File: src/rtl/cpu_pkg.sv
// cpu_pkg: shared op/state types and width defaults for reg_xfer_ctrl; REG_XFER_SWAP_EN adds SWAP states
package cpu_pkg;

    localparam int DEF_DATA_W = 8;
    localparam int DEF_ADDR_W = 3;

`ifdef REG_XFER_SWAP_EN
    localparam bit SWAP_EN = 1'b1;
`else
    localparam bit SWAP_EN = 1'b0;
`endif

    typedef enum logic [1:0] {
        OP_LDI  = 2'd0,
        OP_RD   = 2'd1,
        OP_MOV  = 2'd2,
        OP_SWAP = 2'd3
    } xfer_op_e;

`ifdef REG_XFER_SWAP_EN
    typedef enum logic [2:0] {
        S_IDLE,
        S_RD_A,
        S_RD_B,
        S_WR_D,
        S_WR_S
    } xfer_state_e;
`else
    typedef enum logic [1:0] {
        S_IDLE,
        S_RD_A,
        S_WR_D
    } xfer_state_e;
`endif

    // SWAP is only a legal op when the swap datapath is built
    function automatic logic op_legal(input xfer_op_e op);
        return (op != OP_SWAP) || SWAP_EN;
    endfunction

endpackage

File: src/rtl/rr_arb2.sv
// rr_arb2: two-way round-robin arbiter with a one-bit priority pointer
module rr_arb2 (
    input  logic       clk,
    input  logic       rst,
    input  logic [1:0] valid_i,
    input  logic       adv_i,
    output logic [1:0] gnt_o
);

    logic ptr_q;

    // pointer decides only when both compete; a lone requester always wins
    always_comb gnt_o = (&valid_i) ? (ptr_q ? 2'b10 : 2'b01) : valid_i;

    // after a grant, priority passes to the requester that did not win
    always_ff @(posedge clk) begin
        if (!rst)
            ptr_q <= 1'b0;
        else if (adv_i)
            ptr_q <= gnt_o[0];
    end

endmodule

File: src/rtl/reg_xfer_ctrl.sv
// reg_xfer_ctrl: arbitrates two requesters and sequences register-file bus phases; REG_XFER_SWAP_EN enables SWAP
module reg_xfer_ctrl
    import cpu_pkg::*;
#(
    parameter int DATA_W = DEF_DATA_W,
    parameter int ADDR_W = DEF_ADDR_W
) (
    input  logic                clk,
    input  logic                rst,
    input  logic [1:0]          req_valid,
    output logic [1:0]          req_ready,
    input  logic [3:0]          req_op,
    input  logic [2*ADDR_W-1:0] req_src,
    input  logic [2*ADDR_W-1:0] req_dst,
    input  logic [2*DATA_W-1:0] req_imm,
    output logic [ADDR_W-1:0]   rf_store,
    output logic                rf_ren,
    output logic                rf_wen,
    output logic [DATA_W-1:0]   rf_in,
    input  logic [DATA_W-1:0]   bus_data,
    output logic                rsp_valid,
    output logic                rsp_id,
    output logic [DATA_W-1:0]   rsp_data,
    output logic                err,
    output logic                busy
);

    logic [1:0]        gnt;
    logic              hs;
    logic              sel;
    xfer_op_e          op_sel;
    logic [ADDR_W-1:0] src_sel;
    logic [ADDR_W-1:0] dst_sel;
    logic [DATA_W-1:0] imm_sel;

    xfer_state_e       state_q;
    xfer_op_e          op_q;
    logic [ADDR_W-1:0] dst_q;
    logic              id_q;
    logic [DATA_W-1:0] t0_q;
`ifdef REG_XFER_SWAP_EN
    logic [ADDR_W-1:0] src_q;
    logic [DATA_W-1:0] t1_q;
`endif

    logic [ADDR_W-1:0] rf_store_q;
    logic              rf_ren_q;
    logic              rf_wen_q;
    logic [DATA_W-1:0] rf_in_q;
    logic              rsp_valid_q;
    logic              rsp_id_q;
    logic              err_q;

    rr_arb2 u_arb (
        .clk     (clk),
        .rst     (rst),
        .valid_i (req_valid),
        .adv_i   (hs),
        .gnt_o   (gnt)
    );

    // mux the granted requester's command fields; ready only in IDLE and never while in reset
    always_comb begin
        sel       = gnt[1];
        op_sel    = xfer_op_e'(sel ? req_op[3:2] : req_op[1:0]);
        src_sel   = sel ? req_src[2*ADDR_W-1:ADDR_W] : req_src[ADDR_W-1:0];
        dst_sel   = sel ? req_dst[2*ADDR_W-1:ADDR_W] : req_dst[ADDR_W-1:0];
        imm_sel   = sel ? req_imm[2*DATA_W-1:DATA_W] : req_imm[DATA_W-1:0];
        req_ready = (state_q == S_IDLE && rst) ? gnt : 2'b00;
        hs        = |(req_valid & req_ready);
    end

    assign rf_store  = rf_store_q;
    assign rf_ren    = rf_ren_q;
    assign rf_wen    = rf_wen_q;
    assign rf_in     = rf_in_q;
    assign rsp_valid = rsp_valid_q;
    assign rsp_id    = rsp_id_q;
    assign rsp_data  = rsp_valid_q ? t0_q : '0;
    assign err       = err_q;
    assign busy      = state_q != S_IDLE;

    // sequencer: each transition also loads the bus-phase outputs of the state being entered
    always_ff @(posedge clk) begin
        if (!rst) begin
            state_q     <= S_IDLE;
            op_q        <= OP_LDI;
            dst_q       <= '0;
            id_q        <= 1'b0;
            t0_q        <= '0;
`ifdef REG_XFER_SWAP_EN
            src_q       <= '0;
            t1_q        <= '0;
`endif
            rf_store_q  <= '0;
            rf_ren_q    <= 1'b0;
            rf_wen_q    <= 1'b0;
            rf_in_q     <= '0;
            rsp_valid_q <= 1'b0;
            rsp_id_q    <= 1'b0;
            err_q       <= 1'b0;
        end else begin
            rf_store_q  <= '0;
            rf_ren_q    <= 1'b0;
            rf_wen_q    <= 1'b0;
            rf_in_q     <= '0;
            rsp_valid_q <= 1'b0;
            rsp_id_q    <= 1'b0;
            err_q       <= 1'b0;
            case (state_q)
                S_IDLE: if (hs) begin
                    op_q  <= op_sel;
                    dst_q <= dst_sel;
                    id_q  <= sel;
`ifdef REG_XFER_SWAP_EN
                    src_q <= src_sel;
`endif
                    if (op_sel == OP_LDI) begin
                        state_q    <= S_WR_D;
                        rf_store_q <= dst_sel;
                        rf_in_q    <= imm_sel;
                        rf_wen_q   <= 1'b1;
                    end else if (op_legal(op_sel)) begin
                        state_q    <= S_RD_A;
                        rf_store_q <= src_sel;
                        rf_ren_q   <= 1'b1;
                    end else begin
                        err_q      <= 1'b1;
                    end
                end
                S_RD_A: begin
                    t0_q <= bus_data;
                    if (op_q == OP_RD) begin
                        state_q     <= S_IDLE;
                        rsp_valid_q <= 1'b1;
                        rsp_id_q    <= id_q;
`ifdef REG_XFER_SWAP_EN
                    end else if (op_q == OP_SWAP) begin
                        state_q    <= S_RD_B;
                        rf_store_q <= dst_q;
                        rf_ren_q   <= 1'b1;
`endif
                    end else begin
                        state_q    <= S_WR_D;
                        rf_store_q <= dst_q;
                        rf_in_q    <= bus_data;
                        rf_wen_q   <= 1'b1;
                    end
                end
`ifdef REG_XFER_SWAP_EN
                S_RD_B: begin
                    t1_q       <= bus_data;
                    state_q    <= S_WR_D;
                    rf_store_q <= dst_q;
                    rf_in_q    <= t0_q;
                    rf_wen_q   <= 1'b1;
                end
                S_WR_D: if (op_q == OP_SWAP) begin
                    state_q    <= S_WR_S;
                    rf_store_q <= src_q;
                    rf_in_q    <= t1_q;
                    rf_wen_q   <= 1'b1;
                end else begin
                    state_q    <= S_IDLE;
                end
                S_WR_S: state_q <= S_IDLE;
`else
                S_WR_D: state_q <= S_IDLE;
`endif
                default: state_q <= S_IDLE;
            endcase
        end
    end

endmodule

File: config.mk
export PLATFORM = sky130hd
export DESIGN_NAME = reg_xfer_ctrl
export DESIGN_NICKNAME = d
export VERILOG_FILES = /design/src/rtl/cpu_pkg.sv /design/src/rtl/rr_arb2.sv /design/src/rtl/reg_xfer_ctrl.sv
export SDC_FILE = /design/constraint.sdc
export NUM_CORES = 1
export LEC_CHECK = 0
export ABC_AREA = 1
export CORE_AREA = 8 8 66 74
export DETAILED_ROUTE_END_ITERATION = 7
export DIE_AREA = 0 0 74 82
export PLACE_DENSITY = 0.83
export SLEW_MARGIN = 10
export SYNTH_ARGS = -nofsm -noshare
export SYNTH_HDL_FRONTEND = slang
export SYNTH_SLANG_ARGS = --single-unit
File: constraint.sdc
create_clock -name clk -period 2.4 [get_ports clk]
set_input_delay 0.36 -clock clk [delete_from_list [all_inputs] [get_ports clk]]
set_output_delay 0.36 -clock clk [all_outputs]
set_load 0.005 [all_outputs]
### Yosys cells after proc, flatten, opt, wreduce, memory -nomap -nowiden

Index checks and enable logic that the tools add are counted.

| word-level totals | value |
|---|---|
| register bits after elaboration | 33 |
| output and inout bits | 27 |
| word-level logic and storage cells | 62 |

| cells by class | value |
|---|---|
| equal/unequal tests | 5 |
| muxes and demuxes | 29 |
| bitwise operators | 4 |
| reductions and logical operators | 11 |

Operators by type and width:

| cell | number |
|---|---|
| $mux W8 | 5 |
| $mux W3 | 6 |
| $mux W2 | 8 |
| $pmux W8 S2 | 1 |
| $reduce_and A2 Y1 | 4 |
| $mux W1 | 6 |
| $pmux W3 S2 | 1 |
| $eq A2 B1 Y1 const B | 2 |
| $logic_not A2 Y1 | 2 |
| $ne A2 B2 Y1 const B | 2 |
| $pmux W2 S2 | 1 |
| $reduce_or A4 Y1 | 1 |
| $ne A3 B1 Y1 const B | 1 |
| $not A1 Y1 | 3 |
| $reduce_and A3 Y1 | 1 |
| $and A2 B2 Y2 | 1 |
| $pmux W1 S2 | 1 |
| $reduce_bool A2 Y1 | 1 |
| $reduce_or A2 Y1 | 1 |
| $logic_and A1 B1 Y1 | 1 |

### Logic depth before layout (Yosys ltp)

| depth | value |
|---|---|
| depth after elaboration | 8 |
| gate-level depth with buffers | 9 |

### Modules after synthesis

Synthesis repeated with hierarchy kept, for this count alone.

| second synthesis, totals | value |
|---|---|
| cells, all modules | 230 |
| area total of the unflattened synthesis | 1629.1 µm² |

Modules (own cells, without submodules):

| module | times used | cells an instance | area an instance (µm²) | seq. area each (µm²) |
|---|---|---|---|---|
| reg_xfer_ctrl | 1 | 218 | 1564.0 | 640.6 |
| rr_arb2 | 1 | 12 | 65.1 | 20.0 |

### Least setup slack after synthesis

No wires, ideal clock.

| timing path | value |
|---|---|
| path kind | register to register |
| start | reg u_arb.ptr_q |
| end | reg rf_store_q[2], in the netlist rf_store[2] |
| setup time | 0.131 ns |
| arrival time | 1.137 ns |
| data required time | 2.269 ns |
| path slack | 1.132 ns |
| stages on the path, launching flop included | 9 |
| buffers on the path | 1 |
| clock period less this slack | 1.268 ns |
| path through | dfxtp_1 > inv_1 > nand2_4 > clkbuf_1 > nand3b_1 > nand2_1 > nand3_1 > nand3_1 > a21oi_2 |

| between the ends | value |
|---|---|
| word-level cells in the longest chain between the ends | 8 |
| elaborated cells on any way between the ends | 14 |
| classes of those cells | 1 x eq/ne; 10 x mux; 1 x bitwise; 2 x reduce/logical |

Ends and longest elaborated chain:

| element | RTL line | source |
|---|---|---|
| start, declared | rr_arb2.sv:10 | `logic ptr_q;` |
| start signal, assigned | rr_arb2.sv:20 | `ptr_q <= gnt_o[0];` |
| $mux W2 * (2 in series) | rr_arb2.sv:13 | `always_comb gnt_o = (&valid_i) ? (ptr_q ? 2'b10 : 2'b01) : valid_i;` |
| $mux W2 | reg_xfer_ctrl.sv:65 | `op_sel = xfer_op_e'(sel ? req_op[3:2] : req_op[1:0]);` |
| $ne A2 B2 Y1 | cpu_pkg.sv:38 | `return (op != OP_SWAP) \|\| SWAP_EN;` |
| $mux W3 | reg_xfer_ctrl.sv:123 | `end else if (op_legal(op_sel)) begin` |
| $mux W3 | reg_xfer_ctrl.sv:118 | `if (op_sel == OP_LDI) begin` |
| $mux W3 * | reg_xfer_ctrl.sv:111 | `S_IDLE: if (hs) begin` |
| $pmux W3 S2 * | reg_xfer_ctrl.sv:110 | `case (state_q)` |
| end signal, assigned | reg_xfer_ctrl.sv:120 | `rf_store_q <= dst_sel;` |
| end signal, assigned | reg_xfer_ctrl.sv:125 | `rf_store_q <= src_sel;` |
| end signal, assigned | reg_xfer_ctrl.sv:145 | `rf_store_q <= dst_q;` |
| end, declared | reg_xfer_ctrl.sv:46 | `logic [ADDR_W-1:0] rf_store_q;` |

Mark *: on every way between the ends. The rest lies on a longest branch, timed or not.
A chain may end at the register's enable or synchronous reset.

### Worst setup path in the final report

| timing path | value |
|---|---|
| start | in rst |
| end | out req_ready[1] |

| between the ends | value |
|---|---|
| word-level cells in the longest chain between the ends | 2 |

Ends and longest elaborated chain:

| element | RTL line | source |
|---|---|---|
| start, declared | reg_xfer_ctrl.sv:9 | `input logic rst,` |
| $logic_and A1 B1 Y1 | reg_xfer_ctrl.sv:69 | `req_ready = (state_q == S_IDLE && rst) ? gnt : 2'b00;` |
| $mux W2 | reg_xfer_ctrl.sv:69 |  |
| end, declared | reg_xfer_ctrl.sv:11 | `output logic [1:0] req_ready,` |

Every way passes these cells.

==> flow_metrics.tcl <==
set metrics [dict create \
    overflow 0 \
    antenna_found_initial 0 \
    holdWs_ps 464.8 \
    clk_pin_slew_ps 60 \
    yosys-mux-area-fraction_pct 0 \
    layout_setup_ws_ps 292.6 \
    drt_first_pass_iters 4 \
    worst_slew_pin_slew_ps 412.5 \
    die_w_um 74 \
    vias 1664 \
    place_congestion 0.7607 \
    crit_family "buffers and inverters" \
    die_h_um 82 \
    synth_most_common_cell "nand2_1" \
    drt-total-wl_mm 4.370 \
    dpl_cell_area_um2 2369 \
    drive_gt1_share_pct 8.911 \
    synth_warnings 0 \
    worstSetupPathType "input port to output pin" \
    syn_nets 272 \
    htree_levels 2 \
    hpwl_mm 3.496 \
    netlist.area_leader.share_pct 41.25 \
    synth-edff-count 0 \
    ys_top_cells_by_area "dfxtp_1, nand2_1, nand3_1" \
    grt_pass1_vias 1568 \
    cp_cell_sequence "clkdlybuf4s50_1, nand2_1, nor2_4, clkdlybuf4s50_1" \
    dr_wl_met2_mm 2.298 \
    synth_area_um2 1602 \
    min_path_cells 2 \
    routedLengthMet1_mm 1.721 \
    max_stage_delay_ps 550 \
    cp_max_fo 6 \
    fmax_mhz 474.5 \
    hold_path_class "register to register" \
    cts-buffers-inserted 5 \
    grt_util_all_layers_pct 14.61 \
    critical_path.most_common_cell "clkdlybuf4s50_1" \
    arrival_ps 1750 \
    grt_start_max_net_pins 20 \
    syn_avg_cell_area_um2 7.024 \
    p_leak_nw 1.100 \
    cp_data_required_time_ps 2040 \
    coreArea_um2 3754 \
    portBuffers 70 \
    drc 0 \
    intPower_mw 1.038 \
    r2r_cells 10 \
    syn_to_final_growth_pct 54.22 \
    synth_commonest_cells "nand2_1, dfxtp_1, nand3_1" \
    p_clk_share_pct 31.3 \
    routedWlPerCell_um 12.31 \
    initial_core_util_pct 42.67 \
    clockBufferDepth 2 \
    hold_buffers 0 \
    switchingPower_uw 404.7 \
    drt_iter0_markers 126 \
    yosysUniqueCellTypes 23 \
    powerDensity_nw_per_um2 583.9 \
    run_status "completed" \
    synthAdderAreaFrac_pct 0 \
    synth_flop_cell "dfxtp_1" \
    synth_top_family_by_area "simple AND/OR/NAND/NOR gates" \
    netlist_instances 228 \
    yosys_register_bits 33 \
    grt_setup_unrepaired "no" \
    dieArea_um2 6068 \
    pin_count 71 \
    antennaDiodeCount 0 \
    dr.max_layer_used "met4" \
    post-route-min-period_ps 2107 \
    wl_met3_um 240 \
    crit_slowest_cell "clkdlybuf4s50_1" \
    worstSetupEndpointType "output pin" \
    cap_violations 0 \
    combPwrFrac_pct 25.9 \
    clock-sinks 33 \
    cts-root-buf "clkbuf_8" \
    vdd_drop_max_uv 321.6 \
    cts_resized 0 \
    crit_path_start_kind "input port" \
    skew_ps 5.116 \
    cp.depth 4 \
    ys_seq_area_share_pct 41.25 \
    yosysTopAreaCell "dfxtp_1" \
    grt_pass1_wl_mm 6.858 \
    final_cell_area_um2 2470 \
    num-nets-final 346 \
    dp_slack_ps 264.3 \
    yosys.area_share.simple_pct 39.22 \
    path_buf_inv 2 \
    post-cts-setup-buffers 0 \
    relSlewSlack_pct 72.47 \
    vias_per_cell 4.687 \
    synth_xor_area_share_pct 0 \
    rows 24 \
    slew_violations 0 \
    hold_viol_final 0 \
    seq_power_share_pct 42.8 \
    setup_viol 0 \
    finalSetupTns_ps 0 \
    tritoncts "yes" \
    synth_compound_area_share_pct 10.94 \
    antenna_left 0 \
    p_sw_share_pct 28.06 \
    worstSkewPairLatency_ps 280 \
    fin_crit_sh_pct 87.81 \
    async_reset_ff_share_pct 0 \
]
power by group through the flow:
| stage | logic (mW) | registers (mW) | clock network, mW |
|---|---|---|---|
| floorplan | 0.206 | 0.626 | 0 |
| global placement | 0.368 | 0.627 | 0 |
| detailed placement | 0.374 | 0.628 | 0 |
| CTS | 0.377 | 0.617 | 0.457 |
| global route | 0.413 | 0.622 | 0.481 |
| finish | 0.373 | 0.617 | 0.451 |
logic make-up after synthesis:
logic type | after synthesis
flip-flops | 33
AO/OA/AOI/OAI | 31
AND/OR/NAND/NOR | 130
buffers and inverters | 34
layout make-up:
class / instances / area (um^2)
clock buffers: 7 / 96.34
clock inverters: 1 / 5.005
fillers: 335 / 1284
inverters: 25 / 93.84
multi-input cells: 161 / 803.3
flip-flops and latches: 33 / 660.6
well taps: 52 / 65.06
repair buffers: 76 / 745.7
final timing paths:
| path | start | end | slack (ps) |
|---|---|---|---|
| max | rst | req_ready[1] | 290 |
| min reg2reg | t0_q[7] | t0_q[7] | 460 |
| min | t0_q[7] | t0_q[7] | 460 |
| max reg2reg | u_arb.ptr_q | rf_in[5] | 760 |
tightest hold or removal path, delay by kind of cell, from the launching register on:
family	cells	cell delay (ps)
AO/OA/AOI/OAI	1	50
AND/OR/NAND/NOR	1	60
flip-flops	1	310
layout by cell type, fill, tap and decap left out:
cell and count:
nand2_1 75, clkdlybuf4s50_1 70, dfxtp_1 33, nand3_1 27
a21oi_1 23, inv_1 22, nor2_1 8, clkbuf_8 7
buf_4 6, nand3b_1 5, o21ai_0 4, nand2_2 3
nand2_4 3, and2_1 3, nor2_4 2, nor2_8 2
clkinv_1 2, nor3_1 2, a21oi_4 1, inv_2 1
a211oi_1 1, a21oi_2 1, o31ai_1 1, clkinv_2 1
layer usage:
metal,track usage [%],up-vias
met5,0,-
met4,7.000,0
met3,3.907,10
met2,27.29,57
met1,14.52,722
li1,-,875
through the flow:
step | util [%] | cells | power (mW)
final | 65.80 | 355 | 1.442
after global routing | 65.80 | 355 | 1.516
after CTS | 65.80 | 355 | 1.451
after detailed placement | 63.10 | 347 | 1.003
after global placement | 63.10 | 347 | 0.9954
after floorplan | - | 228 | 0.8321
flip-flops by register name, indices dropped and copies added (netlist names):
register     flops
err              1
rf_in            8
rsp_valid        1
dst_q            3
t0_q             8
rsp_id           1
rf_store         3
u_arb.ptr_q      1
op_q             2
rf_ren           1
state_q          2
id_q             1
rf_wen           1
No activity file was read; power rests on OpenSTA's default activity.
